<file path="src/rtl/regfile_pkg.sv">
// Shared types and default sizing for the multi-port register file and its
// background clear controller.
package regfile_pkg;

    localparam int DEFAULT_XLEN     = 32;
    localparam int DEFAULT_NUM_REGS = 32;
    localparam int DEFAULT_NUM_READ = 2;

    typedef enum logic {
        IDLE  = 1'b0,
        CLEAR = 1'b1
    } clear_state_t;

endpackage

</file>
<file path="src/rtl/regfile_clear_ctrl.sv">
// Background sweep controller: walks clear_index from 1 to NUM_REGS-1, one
// register per clock, while busy is high. Register 0 is never targeted.
module regfile_clear_ctrl
    import regfile_pkg::*;
#(
    parameter int NUM_REGS = DEFAULT_NUM_REGS,
    parameter int AW       = $clog2(NUM_REGS)
) (
    input  logic          clk,
    input  logic          reset,
    input  logic          clear_req,
    output logic          busy,
    output logic          clear_we,
    output logic [AW-1:0] clear_index
);

    localparam logic [AW-1:0] FIRST_INDEX = AW'(1);
    localparam logic [AW-1:0] LAST_INDEX  = AW'(NUM_REGS - 1);

    clear_state_t  state;
    clear_state_t  state_next;
    logic [AW-1:0] index_next;

    always_ff @(posedge clk) begin
        // NOTE: sequential state uses non-blocking assignments so every
        // register samples its pre-edge inputs, independent of block order.
        if (reset) begin
            state       <= CLEAR;
            clear_index <= FIRST_INDEX;
        end else begin
            state       <= state_next;
            clear_index <= index_next;
        end
    end

    always_comb begin
        // NOTE: defaults first, so no path through the case leaves a
        // variable unassigned and no latch is inferred.
        state_next = state;
        index_next = clear_index;
        case (state)
            IDLE: begin
                if (clear_req) begin
                    state_next = CLEAR;
                    index_next = FIRST_INDEX;
                end
            end
            CLEAR: begin
                // The last increment wraps to 0; IDLE holds it there unused.
                index_next = clear_index + 1'b1;
                if (clear_index == LAST_INDEX) begin
                    state_next = IDLE;
                end
            end
            default: begin
                state_next = IDLE;
            end
        endcase
    end

    assign busy     = (state == CLEAR);
    assign clear_we = busy;

endmodule

</file>
<file path="src/rtl/regfile_mp.sv">
// Multi-port register file: one write port, NUM_READ combinational read ports,
// hardwired-zero register 0, optional write-to-read forwarding, sweep clear.
module regfile_mp
    import regfile_pkg::*;
#(
    parameter  int XLEN     = DEFAULT_XLEN,
    parameter  int NUM_REGS = DEFAULT_NUM_REGS,
    parameter  int NUM_READ = DEFAULT_NUM_READ,
    parameter  int BYPASS   = 1,
    localparam int AW       = $clog2(NUM_REGS)
) (
    input  logic                           clk,
    input  logic                           reset,
    input  logic                           clear_req,
    input  logic                           write_enable,
    input  logic [AW-1:0]                  write_address,
    input  logic [XLEN-1:0]                write_data,
    input  logic [NUM_READ-1:0][AW-1:0]    read_address,
    output logic [NUM_READ-1:0][XLEN-1:0]  read_data,
    output logic                           busy
);

    logic            clear_we;
    logic [AW-1:0]   clear_index;
    logic            host_we;
    logic            wr_en;
    logic [AW-1:0]   wr_addr;
    logic [XLEN-1:0] wr_data;
    logic [XLEN-1:0] regs [NUM_REGS];

    regfile_clear_ctrl #(
        .NUM_REGS (NUM_REGS),
        .AW       (AW)
    ) u_clear_ctrl (
        .clk         (clk),
        .reset       (reset),
        .clear_req   (clear_req),
        .busy        (busy),
        .clear_we    (clear_we),
        .clear_index (clear_index)
    );

    // A host write only commits from IDLE and loses to a same-cycle clear
    // request or reset; it is also the only write that may be forwarded.
    assign host_we = write_enable && !busy && !clear_req && !reset
                     && (write_address != '0);

    // Single physical write port shared by the sweep and the host.
    assign wr_en   = clear_we || host_we;
    assign wr_addr = clear_we ? clear_index : write_address;
    assign wr_data = clear_we ? '0 : write_data;

    always_ff @(posedge clk) begin
        // NOTE: the storage array is deliberately not reset; zeroing is done
        // by the sweep so the array maps onto plain RAM.
        if (wr_en) begin
            regs[wr_addr] <= wr_data;
        end
    end

    generate
        for (genvar p = 0; p < NUM_READ; p++) begin : g_read
            logic [AW-1:0]   addr;
            logic            fwd_hit;
            logic [XLEN-1:0] value;

            assign addr    = read_address[p];
            assign fwd_hit = (BYPASS != 0) && host_we && (write_address == addr);

            always_comb begin
                value = regs[addr];
                if (busy || reset || (addr == '0)) begin
                    value = '0;
                end else if (fwd_hit) begin
                    value = write_data;
                end
            end

            assign read_data[p] = value;
        end
    endgenerate

endmodule

</file>
<file path="config.mk">
export PLATFORM = sky130hd
export DESIGN_NAME = regfile_mp
export DESIGN_NICKNAME = d
export VERILOG_FILES = /design/src/rtl/regfile_pkg.sv /design/src/rtl/regfile_clear_ctrl.sv /design/src/rtl/regfile_mp.sv
export SDC_FILE = /design/constraint.sdc
export NUM_CORES = 1
export LEC_CHECK = 0
export ABC_AREA = 0
export CAP_MARGIN = 20
export CORE_MARGIN = 2
export CORE_UTILIZATION = 39
export CTS_CLUSTER_SIZE = 20
export DETAILED_ROUTE_END_ITERATION = 10
export DONT_BUFFER_PORTS = 1
export HOLD_SLACK_MARGIN = 0.1
export PLACE_DENSITY = 0.55
export SYNTH_ARGS = -nofsm -noshare
export SYNTH_HDL_FRONTEND = slang
export SYNTH_HIERARCHICAL = 1
export SYNTH_SLANG_ARGS = --single-unit
export TNS_END_PERCENT = 1
</file>
<file path="constraint.sdc">
create_clock -name clk -period 6.7 [get_ports clk]
set_clock_uncertainty 0.1 [all_clocks]
set_input_delay 0.67 -clock clk [delete_from_list [all_inputs] [get_ports clk]]
set_output_delay 0.67 -clock clk [all_outputs]
set_load 0.03 [all_outputs]
</file>
After elaboration in Yosys (flattened, before gate mapping):

Memory sizes are Yosys's and may differ from the RTL's.
Index checks and enable logic that the tools add are counted.

* flip-flop bits (word level): 6
* bits in writable memories: 1024
* input port bits: 51
* output and inout bits: 65
* word-level logic and storage cells: 38
* memories: 1

* add/sub/neg operators: 1
* equality and inequality tests: 4
* mux-type cells: 13
* bitwise operators: 1
* reduce and logical (&&, ||, !) cells: 16

Memory list
* regs: words 32, width 32, rd ports 2, clocked after memory_dff 0, write ports 1, RTL line regfile_mp.sv:29 `logic [XLEN-1:0] regs [NUM_REGS];`

Operators with widths (number)
* 32-bit two-way mux: 5
* 5-bit == test: 2
* 5-bit zero test: 2
* 5-bit two-way mux: 2
* 5-bit one-hot mux with 2 select lines: 1
* 1-bit logical AND: 6
* 5-bit by 1-bit adder with 5-bit output, second input constant: 1
* 5-bit == test, second input constant: 1
* 5-bit nonzero test: 1
* 1-bit logical OR: 4
* 1-bit two-way mux: 4
* 1-bit zero test: 3
* 2-bit inequality test, second input constant: 1
* 1-bit one-hot mux with 2 select lines: 1
* 1-bit NOT: 1

Depth between registers and ports, before layout:

Gate-level depths: netlist of run 1.

* depth in word-level cells: 8
* gate-level depth with buffers: 10

Modules after synthesis:

Netlist of run 1, hierarchy kept.

Modules (own cells, without submodules)
* regfile_mp: instances 1, cells each 2613, area an instance 48321.3 um^2, sequential area each 30749.5 um^2
* regfile_clear_ctrl: instances 1, cells each 32, area an instance 291.5 um^2, sequential area each 120.1 um^2

Worst setup path after synthesis of run 1:

Ideal clock, no wire load.

* kind: input-to-reg
* from: input port clear_req
* to: memory regs[0][0] in the netlist's numbering (enable)
* setup time: 0.421 ns
* arrival: 3.081 ns
* required time: 6.179 ns
* slack: 3.098 ns
* stages on the path: 5
* buffers on the path: 1
* cell sequence: nor4b_4 > o41a_1 > clkbuf_1 > a22oi_1 > nor2_1

* longest elaborated chain between the ends: 7

RTL lines
* start: declaration: RTL line regfile_mp.sv:14 `input logic clear_req,`
* 1-bit zero test: RTL line regfile_mp.sv:45 `assign host_we = write_enable && !busy && !clear_req && !reset`
* 1-bit logical AND (2 in a row): RTL line regfile_mp.sv:45
* 1-bit logical AND: RTL line regfile_mp.sv:46 `&& (write_address != '0);`
* 1-bit logical OR: RTL line regfile_mp.sv:49 `assign wr_en = clear_we || host_we;`
* 1-bit two-way mux: RTL line regfile_mp.sv:56 `if (wr_en) begin`
* 1-bit two-way mux (implied by the code): RTL line regfile_mp.sv:57 `regs[wr_addr] <= wr_data;`
* end: declaration: RTL line regfile_mp.sv:29

No other way between the ends.

==> results of run 1 <==
registers in the layout, indices dropped and copies added, names as in the netlist:
name and flops:
regs 1024, u_clear_ctrl/clear_index 5, u_clear_ctrl/busy 1
worst min path at each step:
stage | to | slack [ps] | cells past startpoint
2_1_floorplan | u_clear_ctrl/clear_index[2] | 400 | 2
3_3_place_gp | u_clear_ctrl/clear_index[2] | 440 | 2
3_5_place_dp | u_clear_ctrl/clear_index[2] | 460 | 2
4_1_cts | u_clear_ctrl/clear_index[4] | 110 | 3
5_1_grt | regs[4][25] | 170 | 1
6_report | u_clear_ctrl/clear_index[4] | 160 | 3
power groups by stage:
stage | Combinational [mW] | Clock [mW] | Sequential [mW]
3_5_place_dp | 0.858 | 0 | 7.26
5_1_grt | 0.906 | 6.06 | 7.14
4_1_cts | 0.864 | 5.82 | 7.13
2_1_floorplan | 0.724 | 0 | 7.25
6_report | 0.885 | 5.74 | 7.13
3_3_place_gp | 0.855 | 0 | 7.26
synthesized netlist by cell type (all sizes together) (3+ instances only):
cell / number
mux4: 384
nor2: 61
o22a: 5
mux2: 27
buf: 128
o21ai: 9
nor2b: 41
nand2b: 3
a221oi: 70
o32ai: 4
a211o: 6
mux2i: 270
xnor2: 10
o21bai: 32
a211oi: 28
edfxtp: 1024
clkbuf: 101
dfxtp: 6
inv: 5
a22oi: 112
o31ai: 17
a221o: 7
nand3: 19
nand2: 27
o221ai: 24
a311o: 32
a32o: 17
a2111oi: 10
a22o: 14
o22ai: 34
or2: 4
nor3b: 4
a21oi: 91
worst register-to-register path, cell delays in order (launching register included):
cell     delay, ps
dfxtp_4        520
nor4b_4        460
nand2_1        120
o32a_1         610
nor2_4         940
buf_4          500
per-layer routing:
| layer | up-vias | global-route usage |
|---|---|---|
| met3 | 335 | 0.03827 |
| met1 | 15800 | 0.3408 |
| met5 | - | 0 |
| li1 | 11470 | - |
| met2 | 1636 | 0.4216 |
| met4 | 0 | 0.09345 |
final cells by class:
class | instances | share of cell area
clock inverters | 62 | 0.007925
well taps | 1637 | 0.03771
clock buffers | 138 | 0.05301
flip-flops and latches | 1030 | 0.5684
repair buffers | 118 | 0.02053
multi-input cells | 1381 | 0.3120
inverters | 5 | 0.0003456
metrics by stage:
| step | cell area, µm² | instances | util |
|---|---|---|---|
| after floorplan | 48610 | 2645 | - |
| after global placement | 50590 | 4146 | 0.4092 |
| after detailed placement | 50800 | 4155 | 0.4109 |
| after CTS | 54140 | 4358 | 0.4379 |
| after global routing | 54310 | 4371 | 0.4393 |
| final | 54310 | 4371 | 0.4393 |
cells by family (layout without fill, tap and decap cells):
| family | after synthesis | after routing |
|---|---|---|
| flops | 1030 | 1030 |
| mux | 681 | 681 |
| compound gates | 520 | 520 |
| buf+inv | 234 | 323 |
| simple gates | 168 | 168 |
| xor+xnor | 10 | 10 |
| fa+ha+maj | 2 | 2 |
==> results.yml, run 1 <==
outcome:
  status: "finished, violations left"
  violations: "slew limit"
worst_setup_path:
  path_class: "in -> out"
  timing.rr.end: "regs[1][13]"
  r2r_cells: 5
  critPathBufInv: 1
  cp.arrival_ps: 4200
  rrSetupSlack_ps: 3060
  end_kind: "primary output"
  crit_path_cell_trace: "xnor2_1 > nand3_1 > o311ai_4 > buf_4 > a21oi_1 > a311o_1"
  r2r_start: "u_clear_ctrl/busy"
  cp_max_fo: 322
  path_delay_family: "compound AO/OA/AOI/OAI gates"
  crit_end: "read_data[0]"
  cp-start-kind: "input pin"
  critPathLaunch: "read_address[0]"
  cp_slowest_cell: "xnor2_1"
  max_stage_delay_ps: 620
  cp.required_ps: 5930
  cp.depth: 6
route:
  ant_nets: 0
  vias: 29240
  viasPerCell: 6.690
  firstDrtPassIters: 6
  wirelength_met1_um: 64290
  top_layer: "met4"
  dr_wl_met2_um: 79780
  drt-total-wl_um: 163200
  post_drt_wl_per_cell_um: 37.33
  drcViolationCount: 0
  wl_met3_um: 13040
  drt_iter0_drc: 3659
finish:
  drive_gt1_frac: 0.2685
  antennaDiodeCount: 0
  seqCellArea_um2: 30870
  final_cell_mix: "edfxtp_1, mux4_2, mux2i_1"
  nets: 2698
  area_growth_pct: 11.72
  nFillCells: 10740
  layout_commonest_cell: "edfxtp_1"
  multiInputGateArea_um2: 16950
yosys:
  synthXorXnorAreaFrac: 0.001802
  synthArstFlopShare: 0
  synthMuxAreaShare: 0.2397
  synth_top_family_by_area: "multiplexers"
  synth_top_cell_by_area: "edfxtp_1"
  ys_seq_area_frac: 0.6350
  synthAdderAreaFrac: 0.0005148
  synth_fp_nets: 2698
  syn-mean-instance-area_um2: 18.38
  synth_cell_types: 58
  yosys.area_share.simple: 0.01719
  synth_edf_count: 1024
  synthFlopType: "edfxtp_1"
  syn_area_um2: 48610
  synth_area_leaders: "edfxtp_1, mux4_2, mux2i_1"
  ys_seq_elements: 1030
  yosysTopAreaCellShare: 0.6325
  synth_compound_area_frac: 0.08195
  yosys_warnings: 6
  synthCells: 2645
global_route:
  grt_pass1_wl_um: 228100
  grt_usage: 0.2542
  grt_max_degree: 323
  first_global_vias: 29710
  grt_overflow: 0
  antenna_found_initial: 5
clocking:
  cts_setup_buffers: 0
  cts_hold_buf: 3
  cts_buffer_depth: 3
  clk_latency_ps: 690
  cts_buffers: 109
  clk_pin_slew_ps: 60
  cts.sinks: 1030
  htreeDepth: 3
  cts_tree: "built"
  cts-root-buf: "clkbuf_16"
  cts_resized: 0
sta:
  fmax_mhz: 201.4
  finalMaxSlewViolations: 185
  worstMarginPinSlew_ps: 2369
  fin_crit_sh: 0.7411
  hold_viol_final: 0
  slew_headroom: -0.5790
  fin_crit_ps: 4965
  holdWs_ps: 160.7
  rsz0062_at_grt: "no"
  setup_tns_ps: 0
  worst_slack_ps: 1735
  setup_viol: 0
power:
  combPwrFrac: 0.064
  power_density_nw_per_um2: 253.3
  p_seq_frac: 0.518
  p_int_mw: 10.73
  power_frac_clock: 0.417
  p_leak_nw: 17.40
  p_sw_frac: 0.2203
  p_sw_mw: 3.031
  p_total_mw: 13.76
  ir_drop_mv: 0.2111
floorplan:
  io_pins: 116
  rows: 129
  die_area_um2: 127500
  die_x_um: 357.1
  core_area_um2: 123600
  die_y_um: 357.1
  start_util: 0.3932
hold_path:
  hp-start: "clear_req"
  hp-class: "in -> reg"
place:
  gp_congestion: 0.7884
  dp_hpwl_um: 90530
  post-place-ws_ps: 2490
  numPortBuffers: 0
job:
  max_cap_viol_count: 0
Note: power is estimated with default switching activity, not from simulation.
==> run 2, diff against run 1 <==
--- a/config.mk
+++ b/config.mk
@@ -13,7 +13,7 @@
 export DETAILED_ROUTE_END_ITERATION = 10
 export DONT_BUFFER_PORTS = 1
 export HOLD_SLACK_MARGIN = 0.1
-export PLACE_DENSITY = 0.55
+export PLACE_DENSITY = 0.57
 export SYNTH_ARGS = -nofsm -noshare
 export SYNTH_HDL_FRONTEND = slang
 export SYNTH_HIERARCHICAL = 1
==> constraint.sdc (replaced) <==
create_clock -name clk -period 4.07 [get_ports clk]
set_clock_uncertainty 0.1 [all_clocks]
set_input_delay 0.407 -clock clk [delete_from_list [all_inputs] [get_ports clk]]
set_output_delay 0.407 -clock clk [all_outputs]
set_load 0.03 [all_outputs]
==> results.yml, run 2 (synthesis gave the netlist of run 1 again) <==
outcome:
  status: "complete, no violations"
sta:
  worstMarginPinSlew_ps: 1103
  setup_tns_ps: 0
  slew_headroom: 0.2610
  hold_viol_final: 0
  fin_crit_sh: 0.9579
  rsz0062_at_grt: "no"
  fin_crit_ps: 3899
  finalMaxSlewViolations: 0
  setup_viol: 0
  worst_slack_ps: 171.2
  fmax_mhz: 256.5
clocking:
  cts.sinks: 1030
  cts_tree: "built"
  cts-root-buf: "clkbuf_16"
  htreeDepth: 3
  cts_buffer_depth: 3
  clk_latency_ps: 700
  cts_buffers: 107
  clk_pin_slew_ps: 70
worst_setup_path:
  rrSetupSlack_ps: 780
  crit_path_cell_trace: "buf_4 > nor2_1 > o31a_1 > o31ai_4 > buf_12 > a21oi_1 > a32o_1"
  path_class: "reg -> out"
  end_kind: "primary output"
  r2r_start: "u_clear_ctrl/busy"
  cp.arrival_ps: 3390
  r2r_cells: 5
  cp.required_ps: 3560
  max_stage_delay_ps: 480
  timing.rr.end: "regs[7][13]"
  cp-start-kind: "flop"
  cp_slowest_cell: "a32o_1"
  cp_max_fo: 46
global_route:
  first_global_vias: 29740
  grt_usage: 0.2514
  grt_overflow: 0
  grt_max_degree: 323
  grt_pass1_wl_um: 226300
  antenna_found_initial: 2
finish:
  area_growth_pct: 12.98
  fin_area_um2: 54920
  final_cell_mix: "edfxtp_1, mux4_2, mux2i_1"
  layout_commonest_cell: "edfxtp_1"
  finalNonFillerCells: 4396
  nFillCells: 10650
  nets: 2725
  drive_gt1_frac: 0.2746
  largest_reg_flops: 1024
  regMostFlops: "regs"
route:
  drcViolationCount: 0
  firstDrtPassIters: 7
  drt_iter0_drc: 3801
  ant_nets: 0
  vias: 29340
  post_drt_wl_per_cell_um: 36.77
  viasPerCell: 6.675
  drt-total-wl_um: 161700
floorplan:
  die_x_um: 357.1
  die_area_um2: 127500
  core_area_um2: 123600
  die_y_um: 357.1
  io_pins: 116
  rows: 129
  start_util: 0.3932
place:
  numPortBuffers: 0
  gp_congestion: 0.8563
  dp_hpwl_um: 90100
  dpl.cell_count: 4174
  post-place-ws_ps: 707.7
  post_dp_cell_area_um2: 51140
hold_path:
  whs_endpoint: "regs[19][18]"
  hp-start: "write_data[18]"
  min_path_cells: 2
  hp-class: "in -> reg"
power:
  p_leak_nw: 17.65
  ir_drop_mv: 0.3241
  power_density_nw_per_um2: 418.8
job:
  max_cap_viol_count: 0
run 2: cell count changes in the layout (fill, tap and decap cells not counted), sizes merged, moves of 2 or more:
cell / before / now
dlygate4sd3: 3 / 18
buf: 115 / 129
clkbuf: 138 / 126
bufinv: 5 / 12
clkinv: 49 / 51
clkinvlp: 4 / 2
diode: 0 / 2
run 2: how the worst max path moves through the flow:
stage | start | slack [ps] | cells after the start | to
after floorplan | u_clear_ctrl/busy | 560 | 5 | regs[18][0]
after global placement | u_clear_ctrl/busy | 740 | 6 | read_data[25]
after detailed placement | u_clear_ctrl/busy | 710 | 6 | read_data[25]
after CTS | u_clear_ctrl/busy | 30 | 6 | read_data[24]
after global routing | u_clear_ctrl/busy | 90 | 7 | read_data[32]
final | u_clear_ctrl/busy | 170 | 7 | read_data[44]
run 2: per-layer routing:
metal / GRT usage / vias up / wire length [µm]
met5: 0 / - / 0
met4: 0.1210 / 0 / 8219
met3: 0.04617 / 374 / 14020
met2: 0.4038 / 1650 / 77090
met1: 0.3315 / 15760 / 62320
li1: - / 11560 / -
run 2: through the flow:
step / hold slack [ps] / util / total power, mW
6_report: 144.1 / 0.4442 / 23.00
5_1_grt: 141.8 / 0.4442 / 23.56
4_1_cts: 100.9 / 0.4424 / 23.10
3_5_place_dp: 381.9 / 0.4136 / 13.38
3_3_place_gp: 379.6 / 0.4136 / 13.36
2_1_floorplan: 376.1 / - / 13.13
run 2: area by class of cell:
cell class,instances,area [µm²],area share
inverter,5,18.77,0.0003417
clock buffer,126,2813,0.05121
multi-input combinational,1381,16970,0.3089
clock inverter,68,639.4,0.01164
sequential,1030,30870,0.5621
tap,1637,2048,0.03729
timing repair buffer,147,1559,0.02839
antenna,2,5.005,0.00009112
run 2: timing repair:
| action | CTS | global route |
|---|---|---|
| hold endpoints to repair | 140 | 33 |
| setup buffers | 0 | 0 |
| setup endpoints to repair | 2 | 3 |
| resized for setup | 2 | 3 |
| pin swaps | 0 | 0 |
| hold buffers | 10 | 8 |
run 2: power by group:
group / switching (mW) / internal [mW] / leakage [nW]
clock: 4.14 / 5.66 / 1.69
sequential: 0.0702 / 11.7 / 9.58
combinational: 0.756 / 0.702 / 6.38
total: 4.97 / 18.0 / 17.7
run 2: critical path, delay by kind of cell, from the launching register on:
family	cells	cell delay, ps
AOI/OAI and AO/OA	4	1250
buffers and inverters	2	580
DFF	1	350
and+or+nand+nor	1	460
